[src/rtl/apb_bridge_pkg.sv]
// Shared definitions for the APB bridge: response codes and arbiter states.
package apb_bridge_pkg;

  localparam logic [1:0] RESP_OKAY   = 2'b00;
  localparam logic [1:0] RESP_SLVERR = 2'b10;
  localparam logic [1:0] RESP_DECERR = 2'b11;

  typedef enum logic [1:0] {
    ARB_IDLE     = 2'd0,
    ARB_ISSUE    = 2'd1,
    ARB_WAIT_RSP = 2'd2,
    ARB_DECERR   = 2'd3
  } arb_state_t;

  // Width of an index field able to address n items (at least one bit).
  function automatic int unsigned idx_width(input int unsigned n);
    return (n > 1) ? $clog2(n) : 1;
  endfunction

endpackage : apb_bridge_pkg

[src/rtl/apb_req_arbiter_rr_grant.sv]
// Combinational round-robin picker: first valid requester at or above rr_ptr, wrapping.
module rr_grant
  import apb_bridge_pkg::*;
#(
  parameter int unsigned NUM_REQ = 2,
  parameter int unsigned PW      = idx_width(NUM_REQ)
) (
  input  logic [NUM_REQ-1:0] req_vec,
  input  logic [PW-1:0]      rr_ptr,
  output logic [PW-1:0]      grant_idx,
  output logic               any_valid
);

  // Scan from the pointer upward; the first hit wins.
  always_comb begin
    int unsigned cand;
    logic [NUM_REQ-1:0] shifted;
    grant_idx = '0;
    any_valid = 1'b0;
    cand      = 0;
    shifted   = '0;
    for (int unsigned k = 0; k < NUM_REQ; k++) begin
      cand = 32'(rr_ptr) + k;
      if (cand >= NUM_REQ) cand = cand - NUM_REQ;
      shifted = req_vec >> cand;
      if (!any_valid && shifted[0]) begin
        any_valid = 1'b1;
        grant_idx = PW'(cand);
      end
    end
  end

endmodule : rr_grant

[src/rtl/apb_req_arbiter.sv]
// Round-robin arbiter sharing one APB master FSM port among NUM_REQ command sources.
module apb_req_arbiter
  import apb_bridge_pkg::*;
#(
  parameter int unsigned ADDR_WIDTH     = 32,
  parameter int unsigned DATA_WIDTH     = 32,
  parameter int unsigned NUM_REQ        = 2,
  parameter int unsigned NUM_APB_SLAVES = 4,
  parameter int unsigned SEL_LSB        = 12
) (
  input  logic                            PCLK,
  input  logic                            PRESETn,
  input  logic [NUM_REQ-1:0]              s_req_valid,
  output logic [NUM_REQ-1:0]              s_req_ready,
  input  logic [NUM_REQ-1:0]              s_req_is_write,
  input  logic [NUM_REQ*ADDR_WIDTH-1:0]   s_req_addr,
  input  logic [NUM_REQ*DATA_WIDTH-1:0]   s_req_wdata,
  output logic [NUM_REQ-1:0]              s_rsp_valid,
  input  logic [NUM_REQ-1:0]              s_rsp_ready,
  output logic                            s_rsp_is_write,
  output logic [DATA_WIDTH-1:0]           s_rsp_rdata,
  output logic [1:0]                      s_rsp_resp,
  output logic                            req_valid,
  input  logic                            req_ready,
  output logic                            req_is_write,
  output logic [ADDR_WIDTH-1:0]           req_addr,
  output logic [DATA_WIDTH-1:0]           req_wdata,
  output logic [NUM_APB_SLAVES-1:0]       req_psel_onehot,
  input  logic                            rsp_valid,
  output logic                            rsp_ready,
  input  logic                            rsp_is_write,
  input  logic [DATA_WIDTH-1:0]           rsp_rdata,
  input  logic [1:0]                      rsp_resp,
  output logic                            busy
);

  localparam int unsigned PW = idx_width(NUM_REQ);
  localparam int unsigned SW = idx_width(NUM_APB_SLAVES);

  arb_state_t                state;
  logic [PW-1:0]             rr_ptr;
  logic [PW-1:0]             grant_q;
  logic                      lat_is_write;
  logic [ADDR_WIDTH-1:0]     lat_addr;
  logic [DATA_WIDTH-1:0]     lat_wdata;
  logic [NUM_APB_SLAVES-1:0] lat_psel;

  logic [PW-1:0]             grant_idx;
  logic                      any_valid;
  logic                      win_is_write;
  logic [ADDR_WIDTH-1:0]     win_addr;
  logic [DATA_WIDTH-1:0]     win_wdata;
  logic [SW-1:0]             win_idx;
  logic                      win_in_range;
  logic [NUM_APB_SLAVES-1:0] win_psel;
  logic [NUM_REQ-1:0]        owner_mask;
  logic                      owner_rsp_ready;
  logic [PW-1:0]             next_ptr;

  rr_grant #(
    .NUM_REQ (NUM_REQ),
    .PW      (PW)
  ) u_rr_grant (
    .req_vec   (s_req_valid),
    .rr_ptr    (rr_ptr),
    .grant_idx (grant_idx),
    .any_valid (any_valid)
  );

  // Select the winner's fields and decode its slave index.
  always_comb begin
    win_addr     = ADDR_WIDTH'(s_req_addr >> (32'(grant_idx) * ADDR_WIDTH));
    win_wdata    = DATA_WIDTH'(s_req_wdata >> (32'(grant_idx) * DATA_WIDTH));
    win_is_write = |(s_req_is_write & (NUM_REQ'(1) << grant_idx));
    win_idx      = SW'(win_addr >> SEL_LSB);
    win_in_range = (32'(win_idx) < NUM_APB_SLAVES);
    win_psel     = NUM_APB_SLAVES'(1) << win_idx;
    owner_mask      = NUM_REQ'(1) << grant_q;
    owner_rsp_ready = |(s_rsp_ready & owner_mask);
    next_ptr        = (32'(grant_q) == NUM_REQ - 1) ? '0 : PW'(grant_q + PW'(1));
  end

  // Arbiter state machine and latched transaction.
  always_ff @(posedge PCLK or negedge PRESETn) begin
    if (!PRESETn) begin
      state        <= ARB_IDLE;
      rr_ptr       <= '0;
      grant_q      <= '0;
      lat_is_write <= 1'b0;
      lat_addr     <= '0;
      lat_wdata    <= '0;
      lat_psel     <= '0;
    end else begin
      case (state)
        ARB_IDLE: begin
          if (any_valid) begin
            grant_q      <= grant_idx;
            lat_is_write <= win_is_write;
            lat_addr     <= win_addr;
            lat_wdata    <= win_wdata;
            if (win_in_range) begin
              lat_psel <= win_psel;
              state    <= ARB_ISSUE;
            end else begin
              lat_psel <= '0;
              state    <= ARB_DECERR;
            end
          end
        end
        ARB_ISSUE: begin
          if (req_ready) state <= ARB_WAIT_RSP;
        end
        ARB_WAIT_RSP: begin
          if (rsp_valid && owner_rsp_ready) begin
            rr_ptr <= next_ptr;
            state  <= ARB_IDLE;
          end
        end
        ARB_DECERR: begin
          if (owner_rsp_ready) begin
            rr_ptr <= next_ptr;
            state  <= ARB_IDLE;
          end
        end
        default: state <= ARB_IDLE;
      endcase
    end
  end

  // Port outputs decoded from state and the latched transaction.
  always_comb begin
    s_req_ready     = '0;
    s_rsp_valid     = '0;
    s_rsp_is_write  = 1'b0;
    s_rsp_rdata     = '0;
    s_rsp_resp      = RESP_OKAY;
    req_valid       = (state == ARB_ISSUE);
    req_is_write    = lat_is_write;
    req_addr        = lat_addr;
    req_wdata       = lat_wdata;
    req_psel_onehot = lat_psel;
    rsp_ready       = 1'b0;
    busy            = (state != ARB_IDLE);
    case (state)
      ARB_IDLE: begin
        // Gated by reset so sources see no accept while the block is held.
        if (PRESETn && any_valid) s_req_ready = NUM_REQ'(1) << grant_idx;
      end
      ARB_WAIT_RSP: begin
        s_rsp_valid    = rsp_valid ? owner_mask : '0;
        s_rsp_is_write = rsp_is_write;
        s_rsp_rdata    = rsp_rdata;
        s_rsp_resp     = rsp_resp;
        rsp_ready      = owner_rsp_ready;
      end
      ARB_DECERR: begin
        s_rsp_valid    = owner_mask;
        s_rsp_is_write = lat_is_write;
        s_rsp_resp     = RESP_DECERR;
      end
      default: ;
    endcase
  end

endmodule : apb_req_arbiter

[config.mk]
export PLATFORM = sky130hd
export DESIGN_NAME = apb_req_arbiter
export DESIGN_NICKNAME = d
export VERILOG_FILES = /design/src/rtl/apb_bridge_pkg.sv /design/src/rtl/apb_req_arbiter_rr_grant.sv /design/src/rtl/apb_req_arbiter.sv
export SDC_FILE = /design/constraint.sdc
export NUM_CORES = 1
export LEC_CHECK = 0
export ABC_CLOCK_PERIOD_IN_PS = 1400
export CAP_MARGIN = 10
export CORE_MARGIN = 3
export CORE_UTILIZATION = 30
export CTS_BUF_LIST = sky130_fd_sc_hd__clkbuf_2 sky130_fd_sc_hd__clkbuf_4 sky130_fd_sc_hd__clkbuf_8
export DETAILED_ROUTE_END_ITERATION = 7
export GPL_TIMING_DRIVEN = 0
export PLACE_DENSITY = 0.76
export SYNTH_ARGS = -nofsm -noshare
export SYNTH_HDL_FRONTEND = slang
export SYNTH_SLANG_ARGS = --single-unit
[constraint.sdc]
create_clock -name PCLK -period 1.4 [get_ports PCLK]
set_input_delay 0.21 -clock PCLK [delete_from_list [all_inputs] [get_ports PCLK]]
set_output_delay 0.21 -clock PCLK [all_outputs]
set_load 0.005 [all_outputs]
==> impl_metrics.py, run 1 <==
metrics = {
    "outcome": {
        "status": "finished, violations left",
        "violations": "setup timing",
    },
    "die": {
        "fp-row-count": 44,
        "die-height_um": 130,
        "dieArea_mm2": 0.0169,
        "dieWidth_um": 130,
        "initial_utilization_pct": 31.2,
        "core_mm2": 0.0148,
        "ios": 284,
    },
    "pwr": {
        "p_int_mw": 10.3,
        "cellLeakagePower_nw": 3.45,
        "switchingPower_mw": 6.12,
        "power.share.sequential_pct": 23.1,
        "p_clk_share_pct": 11.1,
        "swShare_pct": 37.3,
        "peakVddDrop_mv": 0.638,
        "combPwrFrac_pct": 65.8,
        "p_per_area_mw_per_mm2": 1830,
    },
    "clocking": {
        "tritoncts": "done",
        "cts.path.max_buffers": 2,
        "insertion_delay_ns": 0.36,
        "numCtsBuffers": 9,
        "cts-htree-levels": 3,
        "root_buffer": "clkbuf_8",
        "clock_sinks": 73,
        "clk_pin_slew_ns": 0.08,
    },
    "critical_path": {
        "critical_path.cell_chain": "buf_6, buf_6, nor2_4, buf_6, inv_6, nor3_4, buf_2",
        "crit_fanout": 5,
        "cp_slowest_stage_delay_ns": 0.39,
        "path_buf_inv": 5,
        "cp_common_cell": "buf_6",
        "worstPathArrival_ns": 1.71,
        "worst_path_max_delay_cell": "dfrtp_1",
        "cpLargestDelayFamily": "buffers and inverters",
        "cp-start-kind": "flop",
        "end_kind": "output pin",
        "setup.worst_path.class": "flop to output pin",
        "required_ns": 1.19,
    },
    "final_layout": {
        "drive_gt1_share_pct": 31.1,
        "syn_to_final_growth_pct": 94.7,
        "finalNonFillerCells": 1007,
        "utilization_pct": 60.8,
        "nNetsFinal": 989,
    },
    "logic_synthesis": {
        "yosys_warnings": 0,
        "async_flop_share_pct": 100,
        "synth.area.mux_share_pct": 0.434,
        "synthesis.instances": 473,
        "synthXorXnorAreaFrac_pct": 0,
        "synth_nets": 646,
        "synthFlopType": "dfrtp_1",
        "synth-simple-area-share_pct": 18.2,
        "syn_area_mm2": 0.00461,
        "synthDominantCellAreaShare_pct": 39.6,
        "synth-edff-count": 0,
        "synth.most_common_cell": "dfrtp_1",
        "ys_seq_area_share_pct": 39.6,
        "syn_area_per_cell_um2": 9.75,
        "synth_adder_area_share_pct": 0,
        "synth_top_family_by_area": "compound AO/OA/AOI/OAI gates",
        "synth_common_cells": "dfrtp_1 (73), a21oi_1 (69), a31oi_2 (69), o21ai_0 (69), nand3b_1 (65)",
        "ys_types": 31,
        "synth_compound_area_share_pct": 35.2,
        "ys_seq_elements": 73,
        "yosys.area.top_type": "dfrtp_1",
        "synth.area.top_cells": "dfrtp_1 (40%), a31oi_2 (19%), nand3b_1 (11%)",
    },
    "global_routing": {
        "antenna_found_initial": 2,
        "grt_overflow": 0,
        "grt_usage_pct": 22.6,
        "grt_max_degree": 44,
        "grt_pass1_vias": 5227,
        "grt_pass1_wl_um": 29200,
    },
    "detailed_routing": {
        "wirelength_um": 20400,
        "viasPerCell": 5.16,
        "vias": 5200,
        "drt-initial-drc-count": 175,
        "first_pass_iters": 5,
        "drc": 0,
        "ant_nets": 0,
        "wl_per_cell_um": 20.3,
    },
    "timing": {
        "clock_skew_ns": 0.00715,
        "final.period_utilization_pct": 137,
        "setup_slack_ns": -0.519,
        "hold_viol": 0,
        "tightestPinTransition_ns": 0.504,
        "rsz0062_at_grt": "true",
        "timing.slew.headroom_pct": 66.4,
        "finalSetupViolations": 113,
        "period_needed_ns": 1.92,
        "report.final.slew_viol_count": 0,
        "max_clock_freq_mhz": 521,
        "finalSetupTns_ns": -31.66,
    },
    "placement": {
        "gp_congestion": 0.828,
        "dp_hpwl_um": 14300,
        "port_buffers": 283,
        "dpl.cell_count": 941,
    },
    "run": {
        "cap_violations": 0,
    },
    "worst_hold_path": {
        "hp-class": "primary input to flop",
    },
}
## power groups by stage
stage | Combinational (mW) | Sequential (mW) | Clock (mW)
after floorplan | 3.92 | 3.84 | 0
after global placement | 8.15 | 3.79 | 0
after detailed placement | 8.26 | 3.82 | 0
after CTS | 10.1 | 3.77 | 1.86
after global routing | 11.6 | 3.90 | 1.97
final | 10.8 | 3.79 | 1.82
## worst paths after layout
check	from	to	slack [ns]	cells after the start
setup reg to reg	state[0]	req_psel_onehot[1]	-0.34	9
hold reg to reg	req_addr[0]	req_addr[0]	0.55	2
setup / recovery	state[0]	s_req_ready[1]	-0.52	7
hold / removal	req_ready	state[1]	0.41	3
min in group asynchronous	PRESETn	req_addr[0]	0.54	3
max in group asynchronous	PRESETn	state[1]	0.59	3
## layout by cell type, fill, tap and decap left out, types with 3 or more instances in the layout
cell             Yosys  routed
buf_8                0       5
nor2_1               5       5
a31oi_2             69      43
nand3b_1            65      65
buf_12               0      16
a31oi_4              0      26
and2_1              33       3
a21oi_1             69      69
buf_16               0       4
dlygate4sd2_1        0      70
buf_6                8      53
buf_2                9      13
nor2b_1              6       3
nor2b_4              0       4
clkdlybuf4s50_1      0     170
and2_4               0      30
buf_4                1      22
o21ai_0             69      68
clkbuf_1            39      22
clkbuf_8             0      13
dfrtp_1             73      71
clkbuf_2             0      10
## kinds of logic after synthesis
kind of cell,after synthesis
and+or+nand+nor,121
DFF,73
buffers and inverters,61
muxes,2
AOI/OAI and AO/OA,216
## flip-flops by register name, summed over array words and instances (netlist names)
name	cells
req_addr	32
req_wdata	32
req_psel_onehot	4
state	2
grant_q	1
req_is_write	1
rr_ptr	1
## cell type report
class / instances / area [um^2]
Antenna cell: 2 / 5.00
Buffer: 51 / 362
Clock buffer: 12 / 165
Clock inverter: 4 / 50.0
Fill cell: 1282 / 5780
Inverter: 4 / 20.0
Multi-Input combinational cell: 339 / 2860
Sequential cell: 73 / 1830
Tap cell: 184 / 230
Timing Repair Buffer: 338 / 3450
## worst reg2reg max path, stage by stage, from the launching register on
cell and delay, ns:
dfrtp_1 0.39, buf_6 0.14, buf_6 0.11, nor2_4 0.21, and2_4 0.22, buf_12 0.13, buf_16 0.14, buf_12 0.11
buf_12 0.11, a31oi_2 0.07
## metal layers
metal	wire (um)	vias to the layer above	part of all wire, %	global-route usage [%]
met5	0	-	0	0
met4	628	0	3.1	8.56
met3	1670	35	8.2	6.43
met1	7630	2493	37	26.1
met2	10500	228	51	39.7
li1	-	2444	-	-
## repair_timing
action / CTS / global route
resized for setup: 297 / 148
hold buffers: 2 / 0
gates cloned: 9 / 1
hold endpoints to repair: 30 / 0
endpoints found under the setup margin: 182 / 113
pin swaps: 3 / 32
setup buffers: 36 / 15
## stage by stage
step	power [mW]	hold slack (ns)	worst slack (ns)	instance area (um^2)
floorplan	7.76	-0.0856	0.00655	4610
global placement	11.9	0.517	-3.08	7670
detailed placement	12.1	0.184	-1.12	7700
CTS	15.7	0.390	-0.639	8610
global route	17.4	0.405	-0.594	8980
finish	16.4	0.412	-0.519	8980
No activity file was read; power rests on OpenSTA's default activity.
==> run 2, diff against run 1 <==
--- a/config.mk
+++ b/config.mk
@@ -10,6 +10,7 @@
 export CORE_MARGIN = 3
 export CORE_UTILIZATION = 30
 export CTS_BUF_LIST = sky130_fd_sc_hd__clkbuf_2 sky130_fd_sc_hd__clkbuf_4 sky130_fd_sc_hd__clkbuf_8
+export CTS_CLUSTER_SIZE = 12
 export DETAILED_ROUTE_END_ITERATION = 7
 export GPL_TIMING_DRIVEN = 0
 export PLACE_DENSITY = 0.76
==> results of run 2 <==
Same layout as run 1: the final DEF is identical, and so are final timing and power.
